[src/rtl/shift_ex_pkg.sv]
// Shared types and funct encodings for the Mini-MIPS execute-stage shift unit.
// Build option: SHIFT_EX_ROTATE_EN enables the rotr/rotrv forms of srl/srlv.
package shift_ex_pkg;

   localparam int SHIFT_DW = 32;
   localparam int SHIFT_AW = 5;

   localparam logic [5:0] FN_SLL  = 6'b000000;
   localparam logic [5:0] FN_SRL  = 6'b000010;
   localparam logic [5:0] FN_SRA  = 6'b000011;
   localparam logic [5:0] FN_SLLV = 6'b000100;
   localparam logic [5:0] FN_SRLV = 6'b000110;
   localparam logic [5:0] FN_SRAV = 6'b000111;

   typedef enum logic [2:0] {
      OP_SLL,
      OP_SRL,
      OP_SRA,
      OP_ROR,
      OP_ILL
   } shift_op_t;

   typedef struct packed {
      shift_op_t               op;
      logic [SHIFT_AW-1:0]     amt;
      logic [SHIFT_DW-1:0]     data;
      logic [4:0]              rd;
   } s1_entry_t;

   function automatic logic [SHIFT_DW-1:0] rev32(input logic [SHIFT_DW-1:0] x);
      logic [SHIFT_DW-1:0] r;
      for (int i = 0; i < SHIFT_DW; i++) r[i] = x[SHIFT_DW-1-i];
      return r;
   endfunction

endpackage

[src/rtl/shift_datapath_32.sv]
// Combinational 32-bit shifter: one left barrel core, right shifts via bit reversal.
// Build option: SHIFT_EX_ROTATE_EN adds the rotate-right OR path.
module shift_datapath_32
   import shift_ex_pkg::*;
(
   input  shift_op_t             op_i,
   input  logic [SHIFT_AW-1:0]   amt_i,
   input  logic [SHIFT_DW-1:0]   data_i,
   output logic [SHIFT_DW-1:0]   result_o
);

   function automatic logic [SHIFT_DW-1:0] barrel_left(input logic [SHIFT_DW-1:0] x,
                                                       input logic [SHIFT_AW-1:0] a);
      logic [SHIFT_DW-1:0] s;
      s = x;
      s = a[0] ? {s[30:0], 1'b0}  : s;
      s = a[1] ? {s[29:0], 2'b0}  : s;
      s = a[2] ? {s[27:0], 4'b0}  : s;
      s = a[3] ? {s[23:0], 8'b0}  : s;
      s = a[4] ? {s[15:0], 16'b0} : s;
      return s;
   endfunction

   logic [SHIFT_DW-1:0] core_in;
   logic [SHIFT_DW-1:0] core_out;
   logic [SHIFT_DW-1:0] right_out;
   logic [SHIFT_DW-1:0] fill_mask;
`ifdef SHIFT_EX_ROTATE_EN
   logic [SHIFT_DW-1:0] wrap_out;
`endif

   always_comb begin
      core_in   = (op_i == OP_SLL) ? data_i : rev32(data_i);
      core_out  = barrel_left(core_in, amt_i);
      right_out = rev32(core_out);
      // Ones in the top amt bits: complement of an all-ones word shifted right by amt.
      fill_mask = ~rev32(barrel_left('1, amt_i));
`ifdef SHIFT_EX_ROTATE_EN
      // 32-amt taken modulo 32 so amt=0 ORs rt with itself.
      wrap_out  = barrel_left(data_i, SHIFT_AW'(5'd0 - amt_i));
`endif
   end

   always_comb begin
      result_o = '0;
      case (op_i)
         OP_SLL:  result_o = core_out;
         OP_SRL:  result_o = right_out;
         OP_SRA:  result_o = right_out | (data_i[SHIFT_DW-1] ? fill_mask : '0);
`ifdef SHIFT_EX_ROTATE_EN
         OP_ROR:  result_o = right_out | wrap_out;
`endif
         default: result_o = '0;
      endcase
   end

endmodule

[src/rtl/shift_ex_stage.sv]
// Two-stage valid/ready execute shift unit: S1 holds the decoded entry, S2 the result.
// Build option: SHIFT_EX_ROTATE_EN maps srl/srlv with the select bit to rotr/rotrv.
module shift_ex_stage
   import shift_ex_pkg::*;
#(
   parameter int DATA_W  = 32,
   parameter int SHAMT_W = 5
) (
   input  logic               clk,
   input  logic               reset,
   input  logic               flush,
   input  logic               in_valid,
   output logic               in_ready,
   input  logic [5:0]         in_funct,
   input  logic [DATA_W-1:0]  in_rs_val,
   input  logic [DATA_W-1:0]  in_rt_val,
   input  logic [SHAMT_W-1:0] in_shamt,
   input  logic [4:0]         in_rs_fld,
   input  logic [4:0]         in_rd,
   output logic               out_valid,
   input  logic               out_ready,
   output logic [DATA_W-1:0]  out_result,
   output logic [4:0]         out_rd,
   output logic               out_illegal
);

   shift_op_t            op_in;
   logic [SHAMT_W-1:0]   amt_in;
   logic                 unused_bits;

   s1_entry_t            s1_q, s1_d;
   logic                 s1_valid_q, s1_valid_d;
   logic                 s2_valid_q, s2_valid_d;
   logic [DATA_W-1:0]    result_q, result_d;
   logic [4:0]           rd_q, rd_d;
   logic                 illegal_q, illegal_d;

   logic                 s2_adv;
   logic                 accept;
   logic [DATA_W-1:0]    dp_result;

   assign unused_bits = ^{in_rs_val[DATA_W-1:SHAMT_W], in_rs_fld};

   always_comb begin
      op_in  = OP_ILL;
      amt_in = in_shamt;
      case (in_funct)
         FN_SLL: op_in = OP_SLL;
         FN_SRL: begin
            op_in = OP_SRL;
`ifdef SHIFT_EX_ROTATE_EN
            if (in_rs_fld[0]) op_in = OP_ROR;
`endif
         end
         FN_SRA: op_in = OP_SRA;
         FN_SLLV: begin
            op_in  = OP_SLL;
            amt_in = in_rs_val[SHAMT_W-1:0];
         end
         FN_SRLV: begin
            op_in  = OP_SRL;
            amt_in = in_rs_val[SHAMT_W-1:0];
`ifdef SHIFT_EX_ROTATE_EN
            if (in_shamt[0]) op_in = OP_ROR;
`endif
         end
         FN_SRAV: begin
            op_in  = OP_SRA;
            amt_in = in_rs_val[SHAMT_W-1:0];
         end
         default: op_in = OP_ILL;
      endcase
   end

   assign s2_adv   = !s2_valid_q || out_ready;
   assign in_ready = !s1_valid_q || s2_adv;
   assign accept   = in_valid && in_ready;

   shift_datapath_32 u_dp (
      .op_i     (s1_q.op),
      .amt_i    (s1_q.amt),
      .data_i   (s1_q.data),
      .result_o (dp_result)
   );

   always_comb begin
      s1_d       = s1_q;
      s1_valid_d = s1_valid_q;
      s2_valid_d = s2_valid_q;
      result_d   = result_q;
      rd_d       = rd_q;
      illegal_d  = illegal_q;

      if (s2_adv) begin
         s2_valid_d = s1_valid_q;
         if (s1_valid_q) begin
            result_d  = dp_result;
            rd_d      = s1_q.rd;
            illegal_d = (s1_q.op == OP_ILL);
         end
      end

      if (in_ready) s1_valid_d = in_valid;
      if (accept) begin
         s1_d.op   = op_in;
         s1_d.amt  = amt_in;
         s1_d.data = in_rt_val;
         s1_d.rd   = in_rd;
      end

      // Kill wins over both accept and advance.
      if (flush) begin
         s1_valid_d = 1'b0;
         s2_valid_d = 1'b0;
      end
   end

   // ---- S1: decoded entry ----
   always_ff @(posedge clk) begin
      s1_q <= s1_d;
   end

   always_ff @(posedge clk or posedge reset) begin
      if (reset) begin
         s1_valid_q <= 1'b0;
      end else begin
         s1_valid_q <= s1_valid_d;
      end
   end

   // ---- S2: registered result ----
   always_ff @(posedge clk or posedge reset) begin
      if (reset) begin
         s2_valid_q <= 1'b0;
         result_q   <= '0;
         rd_q       <= '0;
         illegal_q  <= 1'b0;
      end else begin
         s2_valid_q <= s2_valid_d;
         result_q   <= result_d;
         rd_q       <= rd_d;
         illegal_q  <= illegal_d;
      end
   end

   assign out_valid   = s2_valid_q;
   assign out_result  = result_q;
   assign out_rd      = rd_q;
   assign out_illegal = illegal_q;

endmodule

[config.mk]
export PLATFORM = sky130hd
export DESIGN_NAME = shift_ex_stage
export DESIGN_NICKNAME = d
export VERILOG_FILES = /design/src/rtl/shift_ex_pkg.sv /design/src/rtl/shift_datapath_32.sv /design/src/rtl/shift_ex_stage.sv
export SDC_FILE = /design/constraint.sdc
export NUM_CORES = 1
export LEC_CHECK = 0
export CAP_MARGIN = 30
export CELL_PAD_IN_SITES_DETAIL_PLACEMENT = 0
export CELL_PAD_IN_SITES_GLOBAL_PLACEMENT = 1
export CORE_MARGIN = 10
export CORE_UTILIZATION = 30
export DETAILED_ROUTE_END_ITERATION = 10
export GPL_ROUTABILITY_DRIVEN = 0
export PLACE_DENSITY = 0.63
export SYNTH_ARGS = -nofsm -noshare
export SYNTH_HDL_FRONTEND = slang
export SYNTH_SLANG_ARGS = --single-unit
[constraint.sdc]
create_clock -name clk -period 3.19 [get_ports clk]
set_input_delay 0.957 -clock clk [delete_from_list [all_inputs] [get_ports clk]]
set_output_delay 0.957 -clock clk [all_outputs]
set_load 0.05 [all_outputs]
; After elaboration in Yosys (flattened, before gate mapping)
; Index checks and enable logic that the tools add are counted.
[totals]
reg_bits = 85
latchBits = 0
ram_bits = 0
romBits = 0
inputBits = 90
out_inout_bits = 40
wordCells = 52
mem_count = 0
[classes]
n_addsub = 0
n_mul = 0
n_div = 0
n_lt_le_gt_ge = 0
n_eq_ne = 8
shifts = 0
muxes = 19
bitwise = 2
n_reduce_logical = 14
[ops]
columns = op, count
row1 = 32-bit 2-to-1 mux, 11
row2 = 32-bit one-hot mux with 3 select lines, 1
row3 = 32-bit NOT, 1
row4 = 32-bit OR, 1
row5 = 6-bit by 3-bit == test with 1-bit output (second input constant), 3
row6 = 6-bit by 2-bit == test with 1-bit output (second input constant), 2
row7 = 3-bit one-hot mux with 3 select lines, 1
row8 = 6-bit zero test, 1
row9 = 2-bit OR reduction, 3
row10 = 1-bit 2-to-1 mux, 5
row11 = 5-bit 2-to-1 mux, 1
row12 = 2-bit nonzero test, 2
row13 = 3-bit by 1-bit == test with 1-bit output (second input constant), 1
row14 = 3-bit by 2-bit == test with 1-bit output (second input constant), 1
row15 = 3-bit == test (second input constant), 1
row16 = 3-bit zero test, 1
row17 = 3-bit OR reduction, 1
row18 = 1-bit zero test, 2
row19 = 1-bit logical OR, 2
row20 = 2-bit AND reduction, 1
row21 = 1-bit logical AND, 1

; Depth between registers and ports, before layout
; Gate-level depths: netlist of run 1.
[logic_depth]
depth_word = 9
mapped_depth = 10
mapped_depth_nobuf = 6

; By module
; A second synthesis of run 1 with hierarchy kept.
[hier_totals]
hier_cells = 594
hier_area_um2 = 6482.5
[by_module_without_submodules]
columns = mod, instances, cells_per_inst, area_each_um2, seq_area_each_um2
row1 = shift_datapath_32, 1, 445, 3429.5, 0.0
row2 = shift_ex_stage, 1, 149, 3052.9, 2352.3

; Worst setup path before layout of run 1
; Ideal clock, no wire load.
[synth_timing]
path_type = input port to flip-flop
from = input out_ready
to = register s1_q[0] (netlist bit), enable pin
setup_ps = 407
arrival_ps = 2570
required_time_ps = 2783
setup_slack_ps = 213
path_stages = 3
n_path_buf = 0
cell_sequence = nor2b_1 > nand2_1 > and2_1
[synth_via]
elab_chain_cells = 3
[synth_lines]
columns = element, line_no
row1 = "start, declared", shift_ex_stage.sv:21  ; input logic out_ready,
row2 = 1-bit logical OR, shift_ex_stage.sv:75  ; assign s2_adv = !s2_valid_q || out_ready;
row3 = 1-bit logical OR, shift_ex_stage.sv:76  ; assign in_ready = !s1_valid_q || s2_adv;
row4 = via in_ready, shift_ex_stage.sv:13  ; output logic in_ready,
row5 = 1-bit logical AND, shift_ex_stage.sv:77  ; assign accept = in_valid && in_ready;
row6 = via accept, shift_ex_stage.sv:39  ; logic accept;
row7 = "end signal, assigned", shift_ex_stage.sv:120  ; s1_q <= s1_d;
row8 = "end, declared", shift_ex_stage.sv:31  ; s1_entry_t s1_q, s1_d;
; The timed path passes the listed nets, and every way through them passes these cells.
; A chain may end at the register's enable or synchronous reset.

; Worst setup path in the final report of run 1
[layout_timing]
from = register s1_q[43] (netlist bit)
to = register result_q[24] (netlist: out_result[24])
[layout_via]
elab_chain_cells = 9
word_cells_on_any_way = 11
cone_classes = eq/ne (2) / mux (7) / bitwise (1) / reduce/logical (1)
[layout_lines]
columns = element, line_no
row1 = 3-bit zero test, "shift_datapath_32.sv:33, shift_datapath_32.sv:46"
row2 = 32-bit 2-to-1 mux, shift_datapath_32.sv:33  ; core_in = (op_i == OP_SLL) ? data_i : rev32(data_i);
row3 = 32-bit 2-to-1 mux, shift_datapath_32.sv:16  ; s = a[0] ? {s[30:0], 1'b0} : s;
row4 = 32-bit 2-to-1 mux, shift_datapath_32.sv:17  ; s = a[1] ? {s[29:0], 2'b0} : s;
row5 = 32-bit 2-to-1 mux, shift_datapath_32.sv:18  ; s = a[2] ? {s[27:0], 4'b0} : s;
row6 = 32-bit 2-to-1 mux, shift_datapath_32.sv:19  ; s = a[3] ? {s[23:0], 8'b0} : s;
row7 = 32-bit 2-to-1 mux, shift_datapath_32.sv:20  ; s = a[4] ? {s[15:0], 16'b0} : s;
row8 = 32-bit OR, shift_datapath_32.sv:49  ; OP_SRA: result_o = right_out | (data_i[SHIFT_DW-1] ? fill_mask : '0);
row9 = 32-bit one-hot mux with 3 select lines *, shift_datapath_32.sv:46  ; case (op_i)
row10 = "end signal, assigned", shift_ex_stage.sv:140  ; result_q <= result_d;
row11 = "end, declared", shift_ex_stage.sv:34  ; logic [DATA_W-1:0] result_q, result_d;
; Every way passes the cells marked *; elsewhere a longest branch is shown, timed or not.

==> results of run 1 <==
## cells in the mapped netlist, drive strengths merged (6+ instances only)
master and count:
nand3 7, a211oi 6, mux2 13, a221o 8
o221ai 10, mux2i 19, inv 14, buf 18
mux4 47, nor2 39, clkbuf 24, nor3 8
and3 6, o21ai 19, a21oi 33, o211ai 14
nand2 69, edfxtp 45, a22oi 10, dfrtp 40
## sequential cells by signal (all words and copies together) (netlist names)
name	cells
s1_q	45
out_result	32
out_rd	5
out_illegal	1
out_valid	1
s1_valid_q	1
## routing by layer
layer  track usage [%]  part of all wire (%)  up-vias
li1                  -                     -     2327
met1              19.4                    44     2588
met2              23.3                    47      216
met3              3.93                   6.5       41
met4              5.76                   2.8        0
met5                 0                     0        -
## power by group through the flow
stage | sequential [mW] | clock [mW] | combinational, mW
floorplan | 1.47 | 0 | 0.463
global placement | 1.33 | 0 | 0.977
detailed placement | 1.33 | 0 | 0.983
CTS | 1.31 | 1.06 | 0.986
global route | 1.32 | 1.10 | 1.06
finish | 1.31 | 1.03 | 0.998
## tightest hold or removal path, stage by stage, from the launching register on
cell      delay (ns)
edfxtp_1        0.32
nand2_1         0.04
nand2_1         0.05
## cells in the final DEF (no fill, tap or decap), types with 4 or more instances in the layout
cell / n
clkdlybuf4s50_1: 96
nand2_1: 69
edfxtp_1: 45
mux4_2: 44
dfrtp_1: 40
nor2_1: 39
buf_4: 39
a21oi_1: 33
o21ai_0: 19
mux2i_1: 18
o211ai_1: 14
mux2_2: 13
inv_1: 12
o221ai_1: 10
clkbuf_16: 10
a22oi_1: 9
a221o_1: 8
nand3_1: 7
nor3_1: 7
o31ai_1: 5
a211o_1: 5
a31oi_1: 5
a211oi_1: 5
and3_1: 5
o22ai_1: 5
a221oi_1: 5
a31o_2: 4
a32o_1: 4
## how the worst max path moves through the flow
stage,start,end,slack [ns],depth (start not counted)
2_1_floorplan,out_ready,s1_q[0],0.21,3
5_1_grt,s1_q[43],out_result[24],0.03,7
3_5_place_dp,s1_q[43],out_result[24],0.19,7
6_report,s1_q[43],out_result[24],0.16,7
3_3_place_gp,s1_q[43],out_result[26],0.22,7
4_1_cts,s1_q[43],out_result[24],0.17,7
## area by class of cell
class | count | area [µm²] | share of cell area, %
Clock buffer | 10 | 250 | 3.29
Clock inverter | 6 | 43.8 | 0.576
Inverter | 14 | 52.6 | 0.691
Multi-Input combinational cell | 389 | 3260 | 42.9
Sequential cell | 85 | 2350 | 30.9
Tap cell | 265 | 332 | 4.36
Timing Repair Buffer | 138 | 1310 | 17.3
## through the flow
stage | cells | util (%)
floorplan | 530 | -
global placement | 890 | 37.7
detailed placement | 890 | 37.7
CTS | 906 | 39.2
global route | 907 | 39.3
finish | 907 | 39.3
## logic make-up (layout without fill, tap and decap cells)
logic type | after synthesis | in the layout | share of synthesized area, %
AO/OA/AOI/OAI | 160 | 160 | 19.9
AND/OR/NAND/NOR | 149 | 149 | 11.4
flip-flops | 85 | 85 | 40.1
multiplexers | 79 | 79 | 24.2
buffers and inverters | 56 | 168 | 4.29
XOR/XNOR | 1 | 1 | 0.149
==> metrics.yaml, run 1 <==
power_and_ir_drop:
  pwr-share-seq_pct: 39.2
  power_leakage_nw: 2.87
  p_sw_mw: 1.09
  clkPwrFrac_pct: 30.9
  finalPower_mw: 3.34
  swShare_pct: 32.8
  p_comb_share_pct: 29.9
  ir_drop_uv: 271
  power_density_nw_per_um2: 438
  power.internal_mw: 2.24
routing:
  drc_errors: 0
  ant_nets: 0
  drt-initial-drc-count: 500
  vias: 5172
  finalWirelength_um: 19300
  detailedRoute.firstPassIterationCount: 6
  avgViaCountPerCell: 5.70
  routedWlPerCell_um: 21.3
hold_path:
  holdPathEnd: "out_rd[4]"
  hold_start: "s1_q[4]"
  hp-class: "reg2reg"
  min_path_cells: 2
global_routing:
  grt_pass1_vias: 5107
  antenna_found_initial: 0
  grt_pass1_wl_um: 30300
  grt_max_degree: 46
  grt_overflow: 0
  track_usage_pct: 15.0
sta:
  tightest_slew_ns: 0.870
  min_period_ns: 3.03
  hold_viol_final: 0
  rsz0062_at_grt: "no"
  setup_viol: 0
  setup_slack_ns: 0.157
  post-route-period-util_pct: 95.1
  max_slew_margin_pct: 41.6
  finalClockSkew_ns: 0.00988
  fmax_mhz: 330
  fin_tns_setup_ns: 0
  hold_slack_ns: 0.438
  slew_violations: 0
worst_setup_path:
  reg2regPathDepth: 7
  cp_data_required_time_ns: 3.43
  worst-endpoint-arrival_ns: 3.27
  crit_top_cell: "mux4_2"
  crit_fanout: 19
  max_stage_delay_ns: 0.63
  r2r_end: "out_result[24]"
  slowest_stage: "mux4_2"
  cp_top_family: "multiplexers"
  start_kind: "flop"
  critPathCaptureType: "flop"
  r2r-start: "s1_q[43]"
  rrSetupSlack_ns: 0.16
  critPathBufInv: 1
  path_class: "reg2reg"
  crit_chain: "nor3_2, buf_12, mux4_2, mux4_2, a21oi_1, a221oi_1, a221o_1"
die:
  die_w_um: 160
  die-area_um2: 25500
  die_y_um: 160
  start_util_pct: 30.3
  io_pins: 130
  core_area_um2: 19300
  rows: 51
yosys:
  mappedNetlistArea_um2: 5860
  synth_async_sr_flop_share_pct: 47.1
  synth_area_leaders: "edfxtp_1 23%, dfrtp_1 17%, mux4_2 17%"
  synth_nets: 620
  yosysTopAreaCell: "edfxtp_1"
  ys_seq_area_share_pct: 40.1
  synthCells: 530
  yosys.area.top_type_share_pct: 23.1
  synth-main-ff-cell: "edfxtp_1"
  synth.distinct_cells: 66
  ys.warnings.count: 0
  synth-edff-count: 45
  ys_ff_latch: 85
  syn_avg_cell_area_um2: 11.1
cells_and_area:
  n_antenna_cell: 0
  layout-drive-gt1-share_pct: 21.2
  fin_nets: 727
  area_growth_pct: 29.8
  fillers: 1894
  fin_area_um2: 7610
placed_design:
  portBuffers: 97
  placed_area_um2: 7290
  pre_cts_ws_ns: 0.191
  dp_hpwl_um: 15100
clocking:
  cts_root_buffer: "clkbuf_16"
  clk_latency_ns: 0.36
  tritoncts: "done"
  htreeDepth: 3
  cts.sinks: 85
  hold_buffers: 0
  cts_resized: 0
  clock_path_buffers: 2
  cts-buffers-inserted: 9
  path_clk_slew_ns: 0.07
  cts_setup_buffers: 0
status:
  status: "completed"
run:
  max_cap_violations: 0
Note: power is estimated with default switching activity, not from simulation.
==> run 2: changes to the inputs <==
Settings changed: CORE_MARGIN 10 to 8, REMOVE_ABC_BUFFERS set to 1, SLEW_MARGIN set to 20.
==> metrics.yaml, run 2 (synthesis gave the netlist of run 1 again) <==
worst_setup_path:
  start_kind: "flop"
  path_class: "reg2reg"
  worst-endpoint-arrival_ns: 3.32  # +0.05 ns
  cp_data_required_time_ns: 3.43  # about the same
  critPathCaptureType: "flop"
  crit_fanout: 19  # unchanged
sta:
  slew_violations: 0  # unchanged
  rsz0062_at_grt: "no"
  hold_slack_ns: 0.439  # +0.00129 ns
  tightest_slew_ns: 0.755  # -0.115 ns
  min_period_ns: 3.08  # +0.0426 ns
  setup_slack_ns: 0.115  # -0.0426 ns
  hold_viol_final: 0  # unchanged
  fmax_mhz: 325  # -1.4%
  max_slew_margin_pct: 49.1  # +7.6 points
  setup_viol: 0  # unchanged
  post-route-period-util_pct: 96.4  # +1.3 points
  finalClockSkew_ns: 0.0107  # +0.000786 ns
global_routing:
  antenna_found_initial: 0  # unchanged
  grt_max_degree: 46  # unchanged
  grt_overflow: 0  # unchanged
  grt_pass1_vias: 5282  # +3.4%
  track_usage_pct: 16.5  # +1.6 points
  grt_pass1_wl_um: 31000  # +2.3%
cells_and_area:
  final_cell_mix: "96 x clkdlybuf4s50_1, 69 x nand2_1, 45 x edfxtp_1, 44 x mux4_2, 40 x dfrtp_1"
  fin_area_um2: 7590  # -0.20%
  regMostFlops: "s1_q"
  fin_nets: 723  # -0.55%
  largest_reg_flops: 45  # unchanged
  layout-drive-gt1-share_pct: 20.8  # -0.34 points
  area_growth_pct: 29.5
  stdcell_count: 903  # -0.44%
  n_antenna_cell: 0  # unchanged
  final_common_cell: "clkdlybuf4s50_1"
placed_design:
  pre_cts_ws_ns: 0.145  # -0.0467 ns
  placed_area_um2: 7270  # -0.33%
  dp.cells: 886  # -0.45%
  portBuffers: 97  # unchanged
  dp_hpwl_um: 15000  # -0.86%
die:
  die-area_um2: 24300  # -4.9%
  core_area_um2: 19300  # unchanged
  io_pins: 130  # unchanged
  die_w_um: 156  # -2.5%
  rows: 51  # unchanged
  die_y_um: 156  # -2.5%
  start_util_pct: 30.3  # unchanged
routing:
  ant_nets: 0  # unchanged
  route.met3.wl_um: 1460  # +15%
  drt-initial-drc-count: 596  # +19%
  finalWirelength_um: 19800  # +2.3%
  avgViaCountPerCell: 5.77  # +1.1%
  wl_met1_um: 8600  # +2.2%
  detailedRoute.firstPassIterationCount: 5  # -1
  wl_met2_um: 9220  # +1.4%
  drc_errors: 0  # unchanged
  routed.top_layer: "met4"
  vias: 5207  # +0.68%
  routedWlPerCell_um: 21.9  # +2.7%
power_and_ir_drop:
  power_leakage_nw: 2.85  # -0.76%
  power_density_nw_per_um2: 445  # +1.5%
  ir_drop_uv: 263  # -3.0%
hold_path:
  hp-class: "reg2reg"
clocking:
  path_clk_slew_ns: 0.07  # about the same
  cts.sinks: 85  # unchanged
  hold_buffers: 0  # unchanged
  tritoncts: "done"
  cts_setup_buffers: 0  # unchanged
  cts_root_buffer: "clkbuf_16"
  cts-buffers-inserted: 9  # unchanged
  clock_path_buffers: 2  # unchanged
  htreeDepth: 3  # unchanged
  clk_latency_ns: 0.36  # about the same
status:
  status: "completed"
run:
  max_cap_violations: 0  # unchanged
==> run 2: cell count changes in the layout (fill, tap and decap cells not counted), sizes merged <==
cell,before,now
inv,15,16
clkinvlp,1,0
buf,42,38
clkinv,4,3
bufinv,0,1
==> run 2: worst paths after layout <==
check                          from        endpoint  slack [ns]  depth (start not counted)
min                         s1_q[3]       out_rd[3]        0.44                          2
min reg2reg                 s1_q[3]       out_rd[3]        0.44                          2
min in group asynchronous     reset       out_rd[3]        1.02                          3
max                        s1_q[43]  out_result[25]        0.11                          7
max in group asynchronous     reset  out_result[19]        1.80                          3
max reg2reg                s1_q[43]  out_result[25]        0.11                          7
==> run 2: power by group <==
group | total [mW] | switching [mW] | internal (mW)
logic | 0.991 | 0.580 | 0.412
clock network | 1.08 | 0.464 | 0.614
registers | 1.31 | 0.0650 | 1.25
==> run 2: stage by stage <==
step	power (mW)	util (%)	TNS (ns)
2_1_floorplan	1.92	-	-38.88
3_3_place_gp	2.30	37.6	0
3_5_place_dp	2.31	37.6	0
4_1_cts	3.39	39.1	0
5_1_grt	3.52	39.3	0
6_report	3.38	39.3	0
==> run 2: metal layers <==
layer,GRT usage (%),vias to the layer above
met5,0,-
met4,6.98,0
met3,2.96,38
met2,25.5,276
met1,22.4,2566
li1,-,2327
==> run 2: repair_timing <==
item                       4_1_cts  5_1_grt
hold endpoints to repair         0        0
resized for setup                0        2
setup endpoints to repair        0        2
==> run 2: cell type report <==
type,count,area (µm²)
timing repair buffer,134,1280
sequential,85,2350
multi-input combinational,389,3270
inverter,14,52.6
tap,265,332
clock inverter,6,70.1
clock buffer,10,229
fill,1877,11700
==> run 2: critical path: stages, from the launching register on <==
cell      delay [ns]
edfxtp_1        0.47
nor3_2          0.29
buf_12          0.22
mux4_2          0.62
mux4_2          0.55
a21oi_1         0.26
a221oi_1        0.18
a221o_1         0.36
